**config.mk**
```make
export PLATFORM = sky130hd
export DESIGN_NAME = aes128_sched
export DESIGN_NICKNAME = d
export VERILOG_FILES = /design/src/rtl/aes128_sched.sv
export SDC_FILE = /design/constraint.sdc
export NUM_CORES = 2
export LEC_CHECK = 0
export BUFFER_PORTS_ARGS = -buffer_cell sky130_fd_sc_hd__buf_2
export CORE_ASPECT_RATIO = 0.7
export CORE_MARGIN = 10
export CORE_UTILIZATION = 35
export CTS_CLUSTER_SIZE = 28
export DETAILED_ROUTE_END_ITERATION = 8
export GPL_TIMING_DRIVEN = 0
export SLEW_MARGIN = 20
export SYNTH_ARGS = -nofsm -noshare
export SYNTH_HDL_FRONTEND = slang
export SYNTH_SLANG_ARGS = --single-unit
```
**constraint.sdc**
```tcl
create_clock -name clk -period 38.6 [get_ports clk]
set_input_delay 7.72 -clock clk [delete_from_list [all_inputs] [get_ports clk]]
set_output_delay 7.72 -clock clk [all_outputs]
set_load 0.05 [all_outputs]
```
**src/rtl/aes128_sched.sv**
```systemverilog
// Two-requester scheduler in front of a shared, pipelined AES-128 core.
// Round-robin issue under a credit limit; results return in order to the issuing requester.
module aes128_sched #(
    parameter int DATA_W     = 128,
    parameter int KEY_L      = 128,
    parameter int OBUF_DEPTH = 16,
    parameter int CNT_W      = 5
) (
    input  logic              clk,
    input  logic              reset,
    input  logic              req0_valid,
    output logic              req0_ready,
    input  logic [KEY_L-1:0]  req0_key,
    input  logic [DATA_W-1:0] req0_text,
    input  logic              req1_valid,
    output logic              req1_ready,
    input  logic [KEY_L-1:0]  req1_key,
    input  logic [DATA_W-1:0] req1_text,
    output logic              rsp0_valid,
    input  logic              rsp0_ready,
    output logic [DATA_W-1:0] rsp0_text,
    output logic              rsp1_valid,
    input  logic              rsp1_ready,
    output logic [DATA_W-1:0] rsp1_text,
    output logic              core_data_valid,
    output logic              core_key_valid,
    output logic [KEY_L-1:0]  core_key,
    output logic [DATA_W-1:0] core_text,
    input  logic              core_valid_out,
    input  logic [DATA_W-1:0] core_cipher,
    output logic              busy
);

    // Handshakes: a transfer happens on any cycle where valid && ready; ready never depends on data.
    localparam int PTR_W = (OBUF_DEPTH > 1) ? $clog2(OBUF_DEPTH) : 1;
    localparam int SUM_W = CNT_W + 1;

    logic [CNT_W-1:0]  inflight;
    logic [CNT_W-1:0]  obuf_count;
    logic              rr_ptr;
    logic              issued_since_reset;

    logic              tag_mem [OBUF_DEPTH];
    logic [PTR_W-1:0]  tag_wr_ptr;
    logic [PTR_W-1:0]  tag_rd_ptr;

    logic [DATA_W-1:0] obuf_data [OBUF_DEPTH];
    logic              obuf_tag  [OBUF_DEPTH];
    logic [PTR_W-1:0]  obuf_wr_ptr;
    logic [PTR_W-1:0]  obuf_rd_ptr;

    logic [SUM_W-1:0]  credit_used;
    logic              can_issue;
    logic              grant0;
    logic              grant1;
    logic              issue;
    logic              retire;
    logic              obuf_rd;
    logic              obuf_nonempty;
    logic              head_tag;
    logic [DATA_W-1:0] head_data;

    always_comb begin
        credit_used   = SUM_W'(inflight) + SUM_W'(obuf_count);
        can_issue     = !reset && (credit_used < SUM_W'(OBUF_DEPTH));
        grant0        = can_issue && req0_valid && (!req1_valid || !rr_ptr);
        grant1        = can_issue && req1_valid && (!req0_valid || rr_ptr);
        issue         = grant0 || grant1;
        // The tag FIFO holds exactly one entry per in-flight block, so inflight doubles as its count.
        retire        = core_valid_out && (inflight != '0);
        obuf_nonempty = (obuf_count != '0);
        head_tag      = obuf_tag[obuf_rd_ptr];
        head_data     = obuf_data[obuf_rd_ptr];
        rsp0_valid    = obuf_nonempty && !head_tag;
        rsp1_valid    = obuf_nonempty && head_tag;
        rsp0_text     = rsp0_valid ? head_data : '0;
        rsp1_text     = rsp1_valid ? head_data : '0;
        obuf_rd       = (rsp0_valid && rsp0_ready) || (rsp1_valid && rsp1_ready);
        busy          = (inflight != '0) || obuf_nonempty;
    end

    assign req0_ready = grant0;
    assign req1_ready = grant1;

    always_ff @(posedge clk) begin
        if (reset) begin
            rr_ptr             <= 1'b0;
            issued_since_reset <= 1'b0;
            core_data_valid    <= 1'b0;
            core_key_valid     <= 1'b0;
            core_key           <= '0;
            core_text          <= '0;
            inflight           <= '0;
            obuf_count         <= '0;
            tag_wr_ptr         <= '0;
            tag_rd_ptr         <= '0;
            obuf_wr_ptr        <= '0;
            obuf_rd_ptr        <= '0;
        end else begin
            if (can_issue && req0_valid && req1_valid) begin
                rr_ptr <= !rr_ptr;
            end
            issued_since_reset <= issued_since_reset || issue;

            core_data_valid <= issue;
            core_key_valid  <= issue;
            if (issue) begin
                core_key   <= grant1 ? req1_key  : req0_key;
                core_text  <= grant1 ? req1_text : req0_text;
                tag_wr_ptr <= tag_wr_ptr + PTR_W'(1);
            end

            if (retire) begin
                tag_rd_ptr  <= tag_rd_ptr + PTR_W'(1);
                obuf_wr_ptr <= obuf_wr_ptr + PTR_W'(1);
            end
            if (obuf_rd) begin
                obuf_rd_ptr <= obuf_rd_ptr + PTR_W'(1);
            end

            case ({issue, retire})
                2'b10:   inflight <= inflight + CNT_W'(1);
                2'b01:   inflight <= inflight - CNT_W'(1);
                default: inflight <= inflight;
            endcase

            case ({retire, obuf_rd})
                2'b10:   obuf_count <= obuf_count + CNT_W'(1);
                2'b01:   obuf_count <= obuf_count - CNT_W'(1);
                default: obuf_count <= obuf_count;
            endcase

            // Stale results right after reset are dropped quietly; only a stray result once traffic
            // has restarted indicates a broken core.
            if (core_valid_out && (inflight == '0)) begin
                assert (!issued_since_reset)
                    else $error("aes128_sched: core result with no block in flight");
            end
        end
    end

    always_ff @(posedge clk) begin
        if (issue) begin
            tag_mem[tag_wr_ptr] <= grant1;
        end
        if (retire) begin
            obuf_data[obuf_wr_ptr] <= core_cipher;
            obuf_tag[obuf_wr_ptr]  <= tag_mem[tag_rd_ptr];
        end
    end

endmodule

```
==> results.toml <==
[outcome]
status = "finished, final reports clean"

[drt]
routedWlPerCell_um = 37.7
via_per_inst = 5.45
drt_iter0_markers = 6301
antenna_left = 0
first_pass_iters = 6
dr_total_vias = 55700
post-route-drc-count = 0
routed_wirelength_um = 385000

[setup_path]
arrival_ps = 10870
critical-path-top-cell-by-count = "clkbuf_1"
path_max_fanout = 17
cp_cell_sequence = "clkbuf_1, nor4_1, o211ai_1, clkbuf_1, clkbuf_1, inv_1, buf_2"
crit_path_max_incr_delay_ps = 620
startpoint_type = "input port"
critical_path_class = "input port to output port"
cpMaxStageDelayCell = "nor4_1"
cp.required_ps = 30880
end_kind = "output port"

[timing]
worst_pin_slew_ps = 1180
tns_ps = 0
finalCriticalPeriod_ps = 18590
slew-limit-headroom_pct = 21.5
rsz0062_at_grt = "false"
skew_ps = 117
fin_crit_sh_pct = 48.2
holdWs_ps = 507
setup_violations = 0
fmaxAchievable_ghz = 0.0538
hold_viol = 0
slew_violations = 0

[grt]
grt.overflow.total = 0
grt_pass1_wl_um = 505000
antenna_found_initial = 256
track_usage_pct = 26.4
grt_pass1_vias = 53800
grt_max_degree = 20

[final_layout]
areaGrowthSynthToFinish_pct = 24.3
nets = 7002
mostFrequentLayoutCells = "2080 x edfxtp_1, 1250 x buf_2, 593 x mux4_2"
final_util_pct = 43.8
final_common_cell = "edfxtp_1"
drive_above_1_share_pct = 38.3
final_cells = 10200

[cts]
htree_levels = 4
postCtsHoldBufs = 0
cts.path.max_buffers = 4
cts_tree = "yes"
clock_latency_ps = 940
ctsResizeCount = 0
numCtsBuffers = 236
clkSlewWorstSetupHoldPaths_ps = 60
cts_root_buf = "clkbuf_16"
clock_sinks = 2372
cts_setup_buffers = 0

[floorplanning]
std_cell_rows = 156
core_area_sq_um = 259000
die_y_um = 447
die_area_sq_um = 281000
start_util_pct = 35.2
io_pins = 1166
die_x_um = 630

[placed_design]
place.gp.congestion = 1.05
place_inst = 9571
dp_hpwl_um = 299000
port_buffers = 1164

[power_and_ir_drop]
ir_drop_mv = 0.0541
power.total_mw = 7.76
powerDensity_nw_per_um2 = 68.5
p_leak_nw = 38.4

[synth]
ys_types = 50
yosysSeqAreaShare_pct = 75.0
synth_edf_count = 2080
synthesis.area_sq_um = 91100
syn_nets = 5392
ys_warn_count = 0
synthArstFlopShare_pct = 0
dominantRegCellSynth = "edfxtp_1"
netlist_instances = 4723
synth_seq_cells = 2372
synth.avg_cell_area_sq_um = 19.3

[job]
maxCapViolations = 0

[min_path]
holdCritPathClass = "register to register"
-- sequential cells by signal, summed over array words and instances, names as in the netlist, named ones only --
signal,flops
obuf_data,2048
tag_wr_ptr,4
core_key,128
inflight,5
obuf_wr_ptr,4
rr_ptr,1
core_key_valid,1
tag_mem,16
obuf_rd_ptr,4
core_text,128
obuf_count,5
obuf_tag,16
tag_rd_ptr,4
-- kinds of logic (layout without fill, tap and decap cells) --
group | count (synthesis) | count (layout) | share of synthesized area (%)
muxes | 714 | 714 | 16.1
buffers and inverters | 328 | 2127 | 1.48
other | 0 | 223 | 0
DFF | 2372 | 2372 | 75.0
AOI/OAI and AO/OA | 354 | 354 | 2.36
adders and majority gates | 22 | 22 | 0.310
and+or+nand+nor | 917 | 917 | 4.65
xor gates and xnor gates | 16 | 16 | 0.154
-- synth_stat cells (all sizes together), types with 55 or more instances --
master  count  area share (%)
o22ai     257             1.8
a21oi      55            0.30
dfxtp     292             6.4
mux2       57            0.70
nor2      445             1.8
nor3      263             1.4
mux4      593              15
nor2b      72            0.49
buf       127            0.65
clkbuf    186            0.77
and2       72            0.49
edfxtp   2080              69
mux2i      64            0.71
-- metrics by stage --
stage	setup slack [ps]	area [sq um]
after floorplan	20660	91100
after global placement	7300	101000
after detailed placement	20030	105000
after CTS	19990	113000
after global routing	19880	113000
final	20010	113000
-- critical path, delay by kind of cell --
family | cells | cell delay (ps)
compound gates | 1 | 550
buf+inv | 5 | 1930
simple gates | 1 | 620
-- power breakdown --
group / internal, mW / switching (mW) / total, mW
clock: 1.33 / 1.02 / 2.35
combinational: 0.649 / 1.69 / 2.33
sequential: 2.96 / 0.108 / 3.07
total: 4.95 / 2.81 / 7.76
-- path summary, 6_finish.rpt --
kind                        from     endpoint  slack (ps)  depth (start not counted)
setup / recovery           reset   req1_ready       20010                          7
hold / removal    obuf_rd_ptr[2]     register         510                          2
setup reg to reg   obuf_count[4]  inflight[4]       33610                         16
hold reg to reg   obuf_rd_ptr[2]     register         510                          2
-- final cells by class --
| cell class | count | area [sq um] |
|---|---|---|
| tap | 3476 | 4350 |
| multi-input combinational | 2023 | 21600 |
| sequential | 2372 | 68300 |
| clock buffer | 294 | 6250 |
| clock inverter | 133 | 1510 |
| antenna | 223 | 558 |
| fill | 22800 | 145000 |
| inverter | 15 | 57.6 |
| buffer | 313 | 1340 |
| timing repair buffer | 1372 | 9340 |
-- per-layer routing --
layer / routed length [um] / vias to the layer above / share of wire [%] / global-route usage, %
li1: - / 22700 / - / -
met1: 145000 / 29500 / 38 / 32.6
met2: 191000 / 2681 / 50 / 44.9
met3: 25700 / 773 / 6.7 / 4.62
met4: 23200 / 48 / 6.0 / 13.0
met5: 297 / - / 0.077 / 0
No activity file was read; power rests on OpenSTA's default activity.
